### src/rtl/sync_fifo_if.sv
// Handshake bundle between a producer/consumer pair and sync_fifo.
// The FIFO connects through the slave modport; the side that pushes and
// pops words connects through the master modport.
interface sync_fifo_if #(
   parameter int Width = 12,
   parameter int Depth = 8
);
   localparam int CW = $clog2(Depth + 1);

   logic             flush;
   logic             w;
   logic [Width-1:0] wd;
   logic             wfull;
   logic             walmostfull;
   logic             r;
   logic [Width-1:0] rd;
   logic             rempty;
   logic             ralmostempty;
   logic [CW-1:0]    count;
   logic             overflow;
   logic             underflow;

   modport master (
      output flush, w, wd, r,
      input  wfull, walmostfull, rd, rempty, ralmostempty, count, overflow, underflow
   );

   modport slave (
      input  flush, w, wd, r,
      output wfull, walmostfull, rd, rempty, ralmostempty, count, overflow, underflow
   );
endinterface

### src/rtl/sync_fifo.sv
// Single-clock first-word-fall-through FIFO with fill level, almost-full /
// almost-empty thresholds, synchronous flush and sticky error flags.
// Depth may be any integer >= 2; pointers wrap explicitly at Depth-1.
// The head word is presented on rd one edge after it was written, so rd is
// always loaded from storage that was written at an earlier edge.
module sync_fifo #(
   parameter int Width            = 12,
   parameter int Depth            = 8,
   parameter int AlmostFullLevel  = Depth - 2,
   parameter int AlmostEmptyLevel = 1
) (
   input  logic     clk,
   input  logic     rst,
   sync_fifo_if.slave bus
);
   localparam int CW = $clog2(Depth + 1);
   localparam int PW = $clog2(Depth);

   localparam logic [CW-1:0] FULL_LVL  = CW'(Depth);
   localparam logic [CW-1:0] AF_LVL    = CW'(AlmostFullLevel);
   localparam logic [CW-1:0] AE_LVL    = CW'(AlmostEmptyLevel);
   localparam logic [PW-1:0] LAST_PTR  = PW'(Depth - 1);
   localparam logic          AF_AT_RST = (AlmostFullLevel == 0);

   // Storage; no reset so it maps onto block RAM.
   logic [Width-1:0] r_mem [Depth];

   logic [PW-1:0]    r_wptr;
   logic [PW-1:0]    r_rptr;
   logic [CW-1:0]    r_count;
   logic [Width-1:0] r_rd;
   logic             r_rempty;
   logic             r_wfull;
   logic             r_walmostfull;
   logic             r_ralmostempty;
   logic             r_overflow;
   logic             r_underflow;

   logic             w_wok;
   logic             w_rok;
   logic [PW-1:0]    w_wptr_next;
   logic [PW-1:0]    w_rptr_next;
   logic [CW-1:0]    w_count_next;
   logic             w_head_new;
   logic             w_rempty_next;
   logic             w_load_rd;

   // Accept decisions, next pointers/count, and head visibility for the next cycle.
   always_comb begin
      w_wok = bus.w & ~r_wfull & ~bus.flush;
      w_rok = bus.r & ~r_rempty & ~bus.flush;

      w_wptr_next = r_wptr;
      if (w_wok) begin
         w_wptr_next = (r_wptr == LAST_PTR) ? '0 : r_wptr + 1'b1;
      end

      w_rptr_next = r_rptr;
      if (w_rok) begin
         w_rptr_next = (r_rptr == LAST_PTR) ? '0 : r_rptr + 1'b1;
      end

      case ({w_wok, w_rok})
         2'b10:   w_count_next = r_count + 1'b1;
         2'b01:   w_count_next = r_count - 1'b1;
         default: w_count_next = r_count;
      endcase

      // The word written on this edge becomes the head when nothing else remains
      // ahead of it; it is not yet readable from storage, so the output stays empty.
      w_head_new    = w_wok & ((r_count == '0) | (w_rok & (r_count == CW'(1))));
      w_rempty_next = (w_count_next == '0) | w_head_new;

      // Reload rd only when a word will be visible and the current one is consumed
      // or was not visible; otherwise rd holds (last word, or 0 after reset/flush).
      w_load_rd = ~w_rempty_next & (w_rok | r_rempty);
   end

   // Write port of the storage array.
   always_ff @(posedge clk) begin
      if (w_wok) begin
         r_mem[r_wptr] <= bus.wd;
      end
   end

   // Control state, registered output word and status flags.
   always_ff @(posedge clk or posedge rst) begin
      if (rst) begin
         r_wptr         <= '0;
         r_rptr         <= '0;
         r_count        <= '0;
         r_rd           <= '0;
         r_rempty       <= 1'b1;
         r_wfull        <= 1'b0;
         r_walmostfull  <= AF_AT_RST;
         r_ralmostempty <= 1'b1;
         r_overflow     <= 1'b0;
         r_underflow    <= 1'b0;
      end else if (bus.flush) begin
         r_wptr         <= '0;
         r_rptr         <= '0;
         r_count        <= '0;
         r_rd           <= '0;
         r_rempty       <= 1'b1;
         r_wfull        <= 1'b0;
         r_walmostfull  <= AF_AT_RST;
         r_ralmostempty <= 1'b1;
         r_overflow     <= 1'b0;
         r_underflow    <= 1'b0;
      end else begin
         r_wptr         <= w_wptr_next;
         r_rptr         <= w_rptr_next;
         r_count        <= w_count_next;
         r_rempty       <= w_rempty_next;
         r_wfull        <= (w_count_next == FULL_LVL);
         r_walmostfull  <= (w_count_next >= AF_LVL);
         r_ralmostempty <= (w_count_next <= AE_LVL);
         r_overflow     <= r_overflow | (bus.w & r_wfull);
         r_underflow    <= r_underflow | (bus.r & r_rempty);
         if (w_load_rd) begin
            r_rd <= r_mem[w_rptr_next];
         end
      end
   end

   assign bus.rd           = r_rd;
   assign bus.rempty       = r_rempty;
   assign bus.wfull        = r_wfull;
   assign bus.walmostfull  = r_walmostfull;
   assign bus.ralmostempty = r_ralmostempty;
   assign bus.count        = r_count;
   assign bus.overflow     = r_overflow;
   assign bus.underflow    = r_underflow;
endmodule

### src/flat_wrapper.sv
// flat-port wrapper written by rule: the top's interface ports become plain ports
module sync_fifo_flat 
#(
   parameter int Width            = 12,
   parameter int Depth            = 8,
   parameter int AlmostFullLevel  = Depth - 2,
   parameter int AlmostEmptyLevel = 1
)
  (clk, rst, bus_flush, bus_w, bus_wd, bus_r, bus_wfull, bus_walmostfull, bus_rd, bus_rempty, bus_ralmostempty, bus_count, bus_overflow, bus_underflow);
  sync_fifo_if #(.Width(Width), .Depth(Depth)) bus_i ();
  input  logic clk;
  input  logic rst;
  input wire logic [$bits(bus_i.flush)-1:0] bus_flush;
  input wire logic [$bits(bus_i.w)-1:0] bus_w;
  input wire logic [$bits(bus_i.wd)-1:0] bus_wd;
  input wire logic [$bits(bus_i.r)-1:0] bus_r;
  output wire logic [$bits(bus_i.wfull)-1:0] bus_wfull;
  output wire logic [$bits(bus_i.walmostfull)-1:0] bus_walmostfull;
  output wire logic [$bits(bus_i.rd)-1:0] bus_rd;
  output wire logic [$bits(bus_i.rempty)-1:0] bus_rempty;
  output wire logic [$bits(bus_i.ralmostempty)-1:0] bus_ralmostempty;
  output wire logic [$bits(bus_i.count)-1:0] bus_count;
  output wire logic [$bits(bus_i.overflow)-1:0] bus_overflow;
  output wire logic [$bits(bus_i.underflow)-1:0] bus_underflow;
  assign bus_i.flush = bus_flush;
  assign bus_i.w = bus_w;
  assign bus_i.wd = bus_wd;
  assign bus_i.r = bus_r;
  assign bus_wfull = bus_i.wfull;
  assign bus_walmostfull = bus_i.walmostfull;
  assign bus_rd = bus_i.rd;
  assign bus_rempty = bus_i.rempty;
  assign bus_ralmostempty = bus_i.ralmostempty;
  assign bus_count = bus_i.count;
  assign bus_overflow = bus_i.overflow;
  assign bus_underflow = bus_i.underflow;
  sync_fifo #(.Width(Width), .Depth(Depth), .AlmostFullLevel(AlmostFullLevel), .AlmostEmptyLevel(AlmostEmptyLevel)) u_core (.clk(clk), .rst(rst), .bus(bus_i));
endmodule
### config.mk
export PLATFORM = sky130hd
export DESIGN_NAME = sync_fifo_flat
export DESIGN_NICKNAME = d
export VERILOG_FILES = /design/src/rtl/sync_fifo_if.sv /design/src/rtl/sync_fifo.sv /design/src/flat_wrapper.sv
export SDC_FILE = /design/constraint.sdc
export NUM_CORES = 1
export LEC_CHECK = 0
export CELL_PAD_IN_SITES_DETAIL_PLACEMENT = 0
export CELL_PAD_IN_SITES_GLOBAL_PLACEMENT = 1
export CORE_ASPECT_RATIO = 1.2
export CORE_MARGIN = 2
export CORE_UTILIZATION = 52
export CTS_CLUSTER_DIAMETER = 80
export DETAILED_ROUTE_END_ITERATION = 8
export HOLD_SLACK_MARGIN = 0.05
export PLACE_DENSITY_LB_ADDON = 0.1
export SLEW_MARGIN = 20
export SYNTH_ARGS = -nofsm -noshare
export SYNTH_HDL_FRONTEND = slang
export SYNTH_SLANG_ARGS = --single-unit
### constraint.sdc
create_clock -name clk -period 7.9 [get_ports clk]
set_input_delay 2.37 -clock clk [delete_from_list [all_inputs] [get_ports clk]]
set_output_delay 2.37 -clock clk [all_outputs]
set_load 0.005 [all_outputs]
==> flow_summary_export.csv, run 1 <==
group,metric,value,unit
layout,drive_above_1_share,0.135,
logic_synthesis,ys.flop_type,"edfxtp_1",
power_and_ir_drop,power.internal,1.22,mW
grt,grt_pass1_wl,24.5,mm
logic_synthesis,postSynthNetCount,559,
clock_tree,cts_tree,"yes",
grt,groute.usage.overall,0.254,
clock_tree,cts_hold_buf,0,
critical_path,crit_fanout,78,
critical_path,crit_path_frequent_cell,"buf_4",
critical_path,critPathMaxStageDelay,0.71,ns
timing,hold_viol,0,
critical_path,cp.arrival,6.13,ns
critical_path,cpMaxStageDelayCell,"buf_4",
power_and_ir_drop,pwr-share-clk,0.463,
route,final_antenna_net_count,0,
grt,grt_overflow_total,0,
layout,area_growth,17.9,%
route,dr.pass1.iters,5,
power_and_ir_drop,power.static_leakage,2.57,nW
power_and_ir_drop,netSwitchingPower,0.341,mW
floorplan,die-area,12800,um^2
clock_tree,clockBufferDepth,2,
route,wl,15.1,mm
layout,final_cell_mix,"96 x edfxtp_1, 73 x nand3_1, 38 x o21ai_0, 38 x clkdlybuf4s50_1, 37 x nor2b_1",
route,drcViolationCount,0,
critical_path,path_cells,"clkdlybuf4s50_1 -> buf_4 -> nor3b_4 -> buf_4 -> ha_1 -> or3b_1 -> o41ai_1 -> a2111oi_0 -> a31oi_2 -> buf_4 -> mux2i_1",
clock_tree,root_buffer,"clkbuf_16",
job,drv_cap,0,
clock_tree,cts_setup_buffers,0,
route,drt_iter0_drc,357,
floorplan,start_util,0.534,
critical_path,start_kind,"input port",
logic_synthesis,async_flop_share,0.226,
timing,period_needed,5.80,ns
route,post_drt_wl_per_cell,20.6,um
placed_design,gp_congestion,0.797,
placed_design,place.port_buffers,38,
logic_synthesis,synth_edf_count,96,
logic_synthesis,ys_seq_elements,124,
layout,final_common_cell,"edfxtp_1",
run_status,outcome,"finished, final reports clean",
route,viasPerCell,6.07,
floorplan,die_w,104,um
placed_design,hpwl,8.40,mm
timing,post-route-period-util,0.735,
clock_tree,clock_sinks,124,
clock_tree,clk_pin_slew,0.05,ns
floorplan,row_count,43,
logic_synthesis,netlist_area,6180,um^2
power_and_ir_drop,pwr_density_cell,215,nW/um^2
clock_tree,htreeDepth,4,
layout,final_nets,591,
timing,rsz0062_at_grt,"false",
logic_synthesis,ys_types,50,
floorplan,top_level_ports,39,
timing,slew_headroom,0.303,
timing,skew,0.0124,ns
logic_synthesis,avgSynthCellArea,11.6,um^2
clock_tree,cts-resized-gates,0,
floorplan,dieHeight,123,um
critical_path,cp_num_buf_inv,4,
timing,fmax,0.172,GHz
logic_synthesis,seq_area_frac_synth,0.580,
layout,n_antenna_cell,0,
clock_tree,clk_latency,0.41,ns
critical_path,cp_top_family,"buffers and inverters",
power_and_ir_drop,swShare,0.218,
grt,grt_pass1_vias,4527,
critical_path,crit_required,8.22,ns
logic_synthesis,syn_inst,532,
timing,finalSetupViolCount,0,
power_and_ir_drop,vdd_drop_max,138,uV
power_and_ir_drop,p_seq_frac,0.471,
route,num_vias,4454,
critical_path,cp-end-kind,"register",
grt,grt_max_degree,79,
timing,finalMaxSlewViolations,0,
clock_tree,cts_buffers,17,
logic_synthesis,synth_warnings,0,
worst_hold_path,hold_path.class,"reg2reg",
timing,tightest_slew,1.04,ns
floorplan,core_area,11600,um^2
critical_path,critPathKind,"in2reg",
layout,fillerInstances,914,
power_and_ir_drop,combPwrFrac,0.066,
grt,antenna_found_initial,0,
timing,fin_setup_tns,0,ns
power_and_ir_drop,power,1.56,mW
routing by layer:
metal,track usage,vias to the layer above,share of wire
li1,-,2043,-
met2,0.424,167,0.49
met1,0.329,2215,0.42
met3,0.0401,29,0.055
met4,0.123,0,0.028
met5,0,-,0
flip-flops by register name, summed over array words and instances, names as in the netlist:
name / count
u_core.r_wptr: 3
u_core.bus.overflow: 1
u_core.bus.rempty: 1
u_core.bus.wfull: 1
u_core.bus.underflow: 1
u_core.bus.ralmostempty: 1
u_core.bus.rd: 12
u_core.bus.walmostfull: 1
u_core.bus.count: 4
u_core.r_mem: 96
u_core.r_rptr: 3
worst reg2reg max path: stages (launching register included):
cell       delay, ns
dfstp_2         0.39
nor3b_4         0.21
buf_4           0.71
ha_1            0.47
or3b_1          0.40
o41ai_1         0.38
a2111oi_0       0.15
a31oi_2         0.21
buf_4           0.31
mux2i_1         0.24
cells in the mapped netlist (4+ instances only):
cell | instances | area, um^2
o21ai_0 | 38 | 190
nand3_1 | 73 | 365
a31oi_1 | 25 | 156
nor3_1 | 4 | 20.0
a311oi_1 | 12 | 105
a2111oi_2 | 9 | 135
a21oi_1 | 8 | 40.0
mux2_4 | 9 | 135
nand2b_1 | 7 | 43.8
buf_2 | 5 | 25.0
ha_1 | 10 | 125
inv_1 | 20 | 75.1
nor2_1 | 20 | 75.1
mux2i_1 | 16 | 160
clkbuf_1 | 31 | 116
and2_1 | 36 | 225
dfrtp_1 | 26 | 651
edfxtp_1 | 96 | 2880
a2111oi_0 | 4 | 35.0
nand2_1 | 7 | 26.3
nor2b_1 | 38 | 238
cells by family (layout without fill, tap and decap cells):
family / Yosys count / in the layout / synth area share
AOI/OAI and AO/OA: 109 / 109 / 0.124
xor gates and xnor gates: 1 / 1 / 0.00142
adders and majority gates: 10 / 10 / 0.0202
buffers and inverters: 61 / 106 / 0.0405
DFF: 124 / 124 / 0.580
muxes: 29 / 29 / 0.0551
and+or+nand+nor: 198 / 198 / 0.178
power by group through the flow:
stage          logic (mW)  clock network [mW]  registers, mW
3_3_place_gp        0.100                   0          0.748
4_1_cts             0.104               0.732          0.736
5_1_grt             0.113               0.758          0.738
2_1_floorplan      0.0487                   0          0.747
3_5_place_dp        0.103                   0          0.749
6_report            0.103               0.725          0.736
per-stage QoR:
step	hold slack [ns]	cell area (um^2)	utilization	instances	setup slack (ns)
finish	0.503	7290	0.630	734	2.10
global route	0.539	7290	0.630	734	1.80
CTS	0.505	7290	0.630	734	2.12
detailed placement	0.492	6730	0.582	702	1.71
global placement	0.485	6730	0.582	702	1.86
floorplan	0.486	6180	-	532	2.52
layout make-up:
cell class,instances,area (um^2),share of cell area
clock inverter,11,92.6,0.0127
clock buffer,21,462,0.0634
tap,157,196,0.0270
timing repair buffer,53,493,0.0677
inverter,21,78.8,0.0108
multi-input combinational,347,2380,0.326
sequential,124,3590,0.492
worst paths after layout:
path | start | to | slack, ns | depth (start not counted)
hold reg to reg | u_core.bus.underflow | u_core.bus.underflow | 0.50 | 2
setup reg to reg | u_core.bus.rempty | u_core.bus.rd[2] | 4.34 | 9
min in group asynchronous | rst | u_core.bus.wfull | 2.34 | 3
hold / removal | u_core.bus.underflow | u_core.bus.underflow | 0.50 | 2
setup / recovery | bus_flush | u_core.bus.rd[2] | 2.10 | 11
max in group asynchronous | rst | u_core.bus.ralmostempty | 5.22 | 3
No activity file was read; power rests on OpenSTA's default activity.
==> run 2: changes to the inputs <==
Settings changed: CORE_UTILIZATION 52 to 43.
Clock period 7.9 ns to 5.32 ns, I/O delays scaled along.
==> run 2 against run 1 <==
Effect of this change: final area increased by 0.77%; clock power rose by 43%; via count decreased by 1.3%; sequential share of layout area shrank 0.38 points; first-iteration DRC count down 11%; utilization fell by 11 points; count of clock-buffer cells in the layout rose by 2; largest power group unchanged.
==> flow_summary_export.csv, run 2 (synthesized netlist as in run 1, its figures left out) <==
group,metric,value,unit
layout,multi_input_area,2370,um^2
critical_path,crit_fanout,12,
timing,finalSetupViolCount,0,
placed_design,gp_congestion,0.778,
power_and_ir_drop,power.static_leakage,2.60,nW
power_and_ir_drop,netSwitchingPower,0.482,mW
critical_path,cp.arrival,4.86,ns
floorplan,die-area,15400,um^2
timing,fin_setup_tns,0,ns
route,wl,15.6,mm
power_and_ir_drop,combPwrFrac,0.067,
route,post_drt_wl_per_cell,20.5,um
grt,groute.usage.overall,0.212,
layout,final_cell_area,7340,um^2
layout,drive_above_1_share,0.139,
clock_tree,clock_sinks,124,
floorplan,core_area,14200,um^2
worst_hold_path,whs_endpoint,"u_core.bus.underflow",
layout,max_flop_register,"u_core.r_mem",
clock_tree,clk_pin_slew,0.05,ns
timing,finalMaxSlewViolations,0,
power_and_ir_drop,power.internal,1.81,mW
worst_hold_path,hold_path.class,"reg2reg",
clock_tree,clk_latency,0.41,ns
run_status,outcome,"finished, final reports clean",
grt,grt_max_degree,74,
power_and_ir_drop,pwr-share-clk,0.455,
timing,fmax,0.221,GHz
power_and_ir_drop,pwr_density_cell,312,nW/um^2
critical_path,start_kind,"input port",
floorplan,top_level_ports,39,
critical_path,r2r-start,"u_core.bus.wfull",
critical_path,r2r_cells,9,
layout,final_cell_mix,"96 x edfxtp_1, 73 x nand3_1, 38 x o21ai_0, 38 x clkdlybuf4s50_1, 37 x nor2b_1",
floorplan,start_util,0.434,
timing,rsz0062_at_grt,"false",
clock_tree,cts-resized-gates,0,
timing,skew,0.0119,ns
grt,antenna_found_initial,0,
route,drt_iter0_drc,316,
layout,area_growth,18.8,%
route,drcViolationCount,0,
worst_hold_path,hold_start,"u_core.bus.underflow",
floorplan,die_w,113,um
grt,grt_pass1_wl,24.1,mm
clock_tree,cts_hold_buf,0,
layout,final_nets,598,
timing,post-route-period-util,0.851,
critical_path,critPathKind,"in2reg",
power_and_ir_drop,p_seq_frac,0.478,
critical_path,r2r-end,"u_core.bus.rd[4]",
timing,period_needed,4.53,ns
critical_path,cp_top_family,"simple AND/OR/NAND/NOR gates",
timing,tightest_slew,0.919,ns
clock_tree,cts_buffers,17,
route,dr.pass1.iters,5,
route,final_antenna_net_count,0,
critical_path,crit_required,5.65,ns
route,num_vias,4396,
timing,slew_headroom,0.388,
clock_tree,htreeDepth,4,
grt,grt_pass1_vias,4319,
placed_design,placed_cell_area,6800,um^2
grt,grt_overflow_total,0,
timing,hold_viol,0,
layout,final_common_cell,"edfxtp_1",
critical_path,cpMaxStageDelayCell,"clkdlybuf4s50_1",
critical_path,cp_num_buf_inv,2,
clock_tree,clockBufferDepth,2,
critical_path,r2r_slack,2.09,ns
placed_design,place.port_buffers,38,
layout,fillerInstances,1271,
critical_path,cp-end-kind,"register",
worst_hold_path,min_path_cells,2,
layout,n_antenna_cell,0,
layout,largest_reg_flops,96,
clock_tree,cts_setup_buffers,0,
route,viasPerCell,5.79,
placed_design,hpwl,9.22,mm
critical_path,path_cells,"clkdlybuf4s50_1 -> nor2b_1 -> nand2b_1 -> ha_1 -> or3b_1 -> o41ai_1 -> a2111oi_0 -> a31oi_2 -> buf_4 -> mux2i_1",
clock_tree,cts_tree,"yes",
power_and_ir_drop,vdd_drop_max,195,uV
critical_path,critPathMaxStageDelay,0.47,ns
floorplan,dieHeight,135,um
clock_tree,root_buffer,"clkbuf_16",
layout,ff_latch_area,3590,um^2
floorplan,row_count,48,
power_and_ir_drop,swShare,0.210,
job,drv_cap,0,
run 2: cell count changes in the layout (fill, tap and decap cells not counted):
cell / change
buf_4: +7
nor2_1: +3
nor2_2: -3
clkbuf_8: +2
clkinv_4: -2
inv_4: -2
a21oi_1: -1
a21oi_2: +1
clkbuf_1: +1
clkbuf_16: -1
clkinv_1: +1
clkinv_2: +1
run 2: cell type report:
class                           count  area share
Multi-Input combinational cell    347       0.323
Inverter                           21      0.0107
Sequential cell                   124       0.488
Clock inverter                      9     0.00971
Timing Repair Buffer               60      0.0743
Clock buffer                       23      0.0637
Tap cell                          175      0.0298
run 2: layer usage:
layer	vias to the layer above	wire length (um)	share of wire	track usage
li1	2059	-	-	-
met1	2202	6740	0.43	0.264
met2	114	7960	0.51	0.363
met3	21	583	0.037	0.0403
met4	0	318	0.020	0.0888
met5	-	0	0	0
run 2: metrics by stage:
step                hold slack [ns]  cells   util  worst slack [ns]  power, mW
floorplan                     0.486    532      -             0.714       1.18
global placement              0.484    727  0.478             0.507       1.27
finish                        0.495    759  0.516             0.793       2.29
detailed placement            0.486    727  0.478             0.418       1.27
CTS                           0.500    759  0.516             0.834       2.31
global route                  0.540    759  0.516             0.615       2.37
run 2: how the worst max path moves through the flow:
stage	start	to	slack, ns	depth (start not counted)
floorplan	bus_flush	u_core.bus.rd[0]	0.71	12
global placement	bus_w	u_core.bus.rd[7]	0.51	10
detailed placement	bus_w	u_core.bus.rd[4]	0.42	10
CTS	bus_w	u_core.bus.rd[4]	0.83	10
global route	bus_w	u_core.bus.rd[4]	0.61	10
finish	bus_w	u_core.bus.rd[4]	0.79	10
run 2: worst register-to-register path, stage by stage (launching register included):
cell and delay [ns]:
dfrtp_1 0.38, nor2b_1 0.43, nand2b_1 0.22, ha_1 0.44, or3b_1 0.41, o41ai_1 0.37
a2111oi_0 0.16, a31oi_2 0.21, buf_4 0.30, mux2i_1 0.24
run 2: power by group through the flow:
stage	Clock [mW]	Sequential, mW	Combinational [mW]
6_report	1.04	1.09	0.154
5_1_grt	1.11	1.10	0.168
4_1_cts	1.06	1.10	0.156
3_5_place_dp	0	1.11	0.155
3_3_place_gp	0	1.11	0.153
2_1_floorplan	0	1.11	0.0723
==> run 3: changes to the inputs <==
Settings changed: CAP_MARGIN set to 0, RECOVER_POWER set to 100.
==> run 3 against run 2 <==
Effect of this change: the flow now finishes with violations (max-capacitance violations, max-slew violations); routed wire length about the same; register-to-register slack got worse by 0.20 ns; setup slack got worse by 0.27 ns; critical path type unchanged; largest cell class unchanged; highest routed layer unchanged.
==> flow_summary_export.csv, run 3 (synthesized netlist as in run 1, its figures left out) <==
group,metric,value,unit
run_status,outcome,"finished with violations",
run_status,violations,"max-capacitance violations, max-slew violations",
route,dr.pass1.iters,5,
clock_tree,cts-resized-gates,0,
timing,skew,0.00867,ns
timing,fin_setup_tns,0,ns
critical_path,crit_fanout,12,
layout,final_cell_mix,"96 x edfxtp_1, 73 x nand3_1, 38 x o21ai_0",
clock_tree,clockBufferDepth,2,
power_and_ir_drop,power.static_leakage,2.60,nW
route,wl,15.6,mm
grt,grt_overflow_total,0,
critical_path,crit_required,5.65,ns
floorplan,start_util,0.434,
power_and_ir_drop,p_seq_frac,0.480,
job,drv_cap,1,
worst_hold_path,hold_path.class,"reg2reg",
clock_tree,cts_buffers,17,
critical_path,cp_num_buf_inv,2,
clock_tree,clock_sinks,124,
critical_path,cp.arrival,5.12,ns
placed_design,place_ws,0.418,ns
power_and_ir_drop,pwr_density_cell,313,nW/um^2
grt,antenna_found_initial,0,
timing,tightest_slew,1.81,ns
clock_tree,root_buffer,"clkbuf_16",
timing,post-route-period-util,0.902,
critical_path,start_kind,"input port",
timing,period_needed,4.80,ns
clock_tree,clk_latency,0.41,ns
timing,layout_setup_ws,0.524,ns
route,final_antenna_net_count,0,
critical_path,cp-end-kind,"register",
timing,finalMaxSlewViolations,29,
power_and_ir_drop,vdd_drop_max,195,uV
power_and_ir_drop,netSwitchingPower,0.480,mW
layout,max_flop_register,"u_core.r_mem",
layout,layout.cells.non_filler,759,
power_and_ir_drop,power.internal,1.80,mW
layout,largest_reg_flops,96,
layout,n_antenna_cell,0,
grt,grt_pass1_vias,4319,
power_and_ir_drop,combPwrFrac,0.063,
layout,final_nets,598,
power_and_ir_drop,swShare,0.210,
critical_path,cp_top_family,"simple AND/OR/NAND/NOR gates",
clock_tree,cts_tree,"yes",
clock_tree,cts_hold_buf,0,
timing,hold_viol,0,
grt,groute.usage.overall,0.212,
layout,area_growth,18.0,%
timing,rsz0062_at_grt,"false",
layout,drive_above_1_share,0.116,
critical_path,cpMaxStageDelayCell,"dlygate4sd3_1",
route,post_drt_wl_per_cell,20.5,um
route,num_vias,4365,
critical_path,critPathMaxStageDelay,0.54,ns
floorplan,die_w,113,um
placed_design,place_inst,727,
timing,fmax,0.209,GHz
critical_path,critPathKind,"in2reg",
floorplan,top_level_ports,39,
layout,final_common_cell,"edfxtp_1",
clock_tree,clk_pin_slew,0.05,ns
critical_path,path_cells,"dlygate4sd3_1 -> nor2b_1 -> nand2b_1 -> ha_1 -> or3b_1 -> o41ai_1 -> a2111oi_0 -> a31oi_2 -> clkbuf_2 -> mux2i_1",
route,drcViolationCount,0,
grt,grt_pass1_wl,24.1,mm
power_and_ir_drop,power,2.28,mW
power_and_ir_drop,pwr-share-clk,0.457,
grt,grt_max_degree,74,
placed_design,gp_congestion,0.778,
timing,finalSetupViolCount,0,
floorplan,row_count,48,
route,drt_iter0_drc,364,
clock_tree,htreeDepth,4,
floorplan,core_area,14200,um^2
timing,slew_headroom,-0.206,
floorplan,die-area,15400,um^2
route,viasPerCell,5.75,
clock_tree,cts_setup_buffers,0,
placed_design,hpwl,9.22,mm
placed_design,place.port_buffers,38,
floorplan,dieHeight,135,um
[run 3: cell count changes in the layout (fill, tap and decap cells not counted), sizes merged]
cell / previous run / this run
buf: 22 / 11
dlygate4sd3: 0 / 36
clkbuf: 23 / 34
clkdlybuf4s50: 38 / 2
[run 3: metal layers]
metal / part of all wire / GRT usage
met5: 0 / 0
met1: 0.43 / 0.264
met4: 0.020 / 0.0888
met2: 0.51 / 0.363
met3: 0.036 / 0.0403
[run 3: area by class of cell]
class / instances / area, um^2
Sequential cell: 124 / 3590
Clock inverter: 9 / 71.3
Inverter: 21 / 78.8
Multi-Input combinational cell: 347 / 2360
Fill cell: 1287 / 6940
Timing Repair Buffer: 60 / 505
Clock buffer: 23 / 468
Tap cell: 175 / 219
[run 3: path summary, 6_finish.rpt]
path	from	slack (ns)	cells after the start	to
worst max-delay path	bus_w	0.52	10	u_core.bus.rd[4]
worst min register to register	u_core.bus.underflow	0.49	2	u_core.bus.underflow
worst min-delay path	u_core.bus.underflow	0.49	2	u_core.bus.underflow
max in group asynchronous	rst	1.87	3	u_core.r_rptr[1]
worst max register to register	u_core.bus.wfull	1.89	9	u_core.bus.rd[4]
min in group asynchronous	rst	2.27	3	u_core.bus.rd[11]
[run 3: power by group through the flow]
stage | clock, mW | sequential [mW] | combinational (mW)
floorplan | 0 | 1.11 | 0.0723
global placement | 0 | 1.11 | 0.153
detailed placement | 0 | 1.11 | 0.155
CTS | 1.06 | 1.10 | 0.156
global route | 1.11 | 1.10 | 0.158
finish | 1.04 | 1.09 | 0.144
[run 3: stage by stage]
stage | hold slack, ns | area [um^2] | utilization
after global placement | 0.484 | 6800 | 0.478
after floorplan | 0.486 | 6180 | -
after CTS | 0.500 | 7340 | 0.516
after detailed placement | 0.486 | 6800 | 0.478
after global routing | 0.536 | 7290 | 0.512
final | 0.488 | 7290 | 0.512
[run 3: worst register-to-register path: stages (launching register included)]
cell and delay, ns:
dfrtp_1 0.38, nor2b_1 0.43, nand2b_1 0.22, ha_1 0.44
or3b_1 0.41, o41ai_1 0.37, a2111oi_0 0.16, a31oi_2 0.21
clkbuf_2 0.47, mux2i_1 0.26
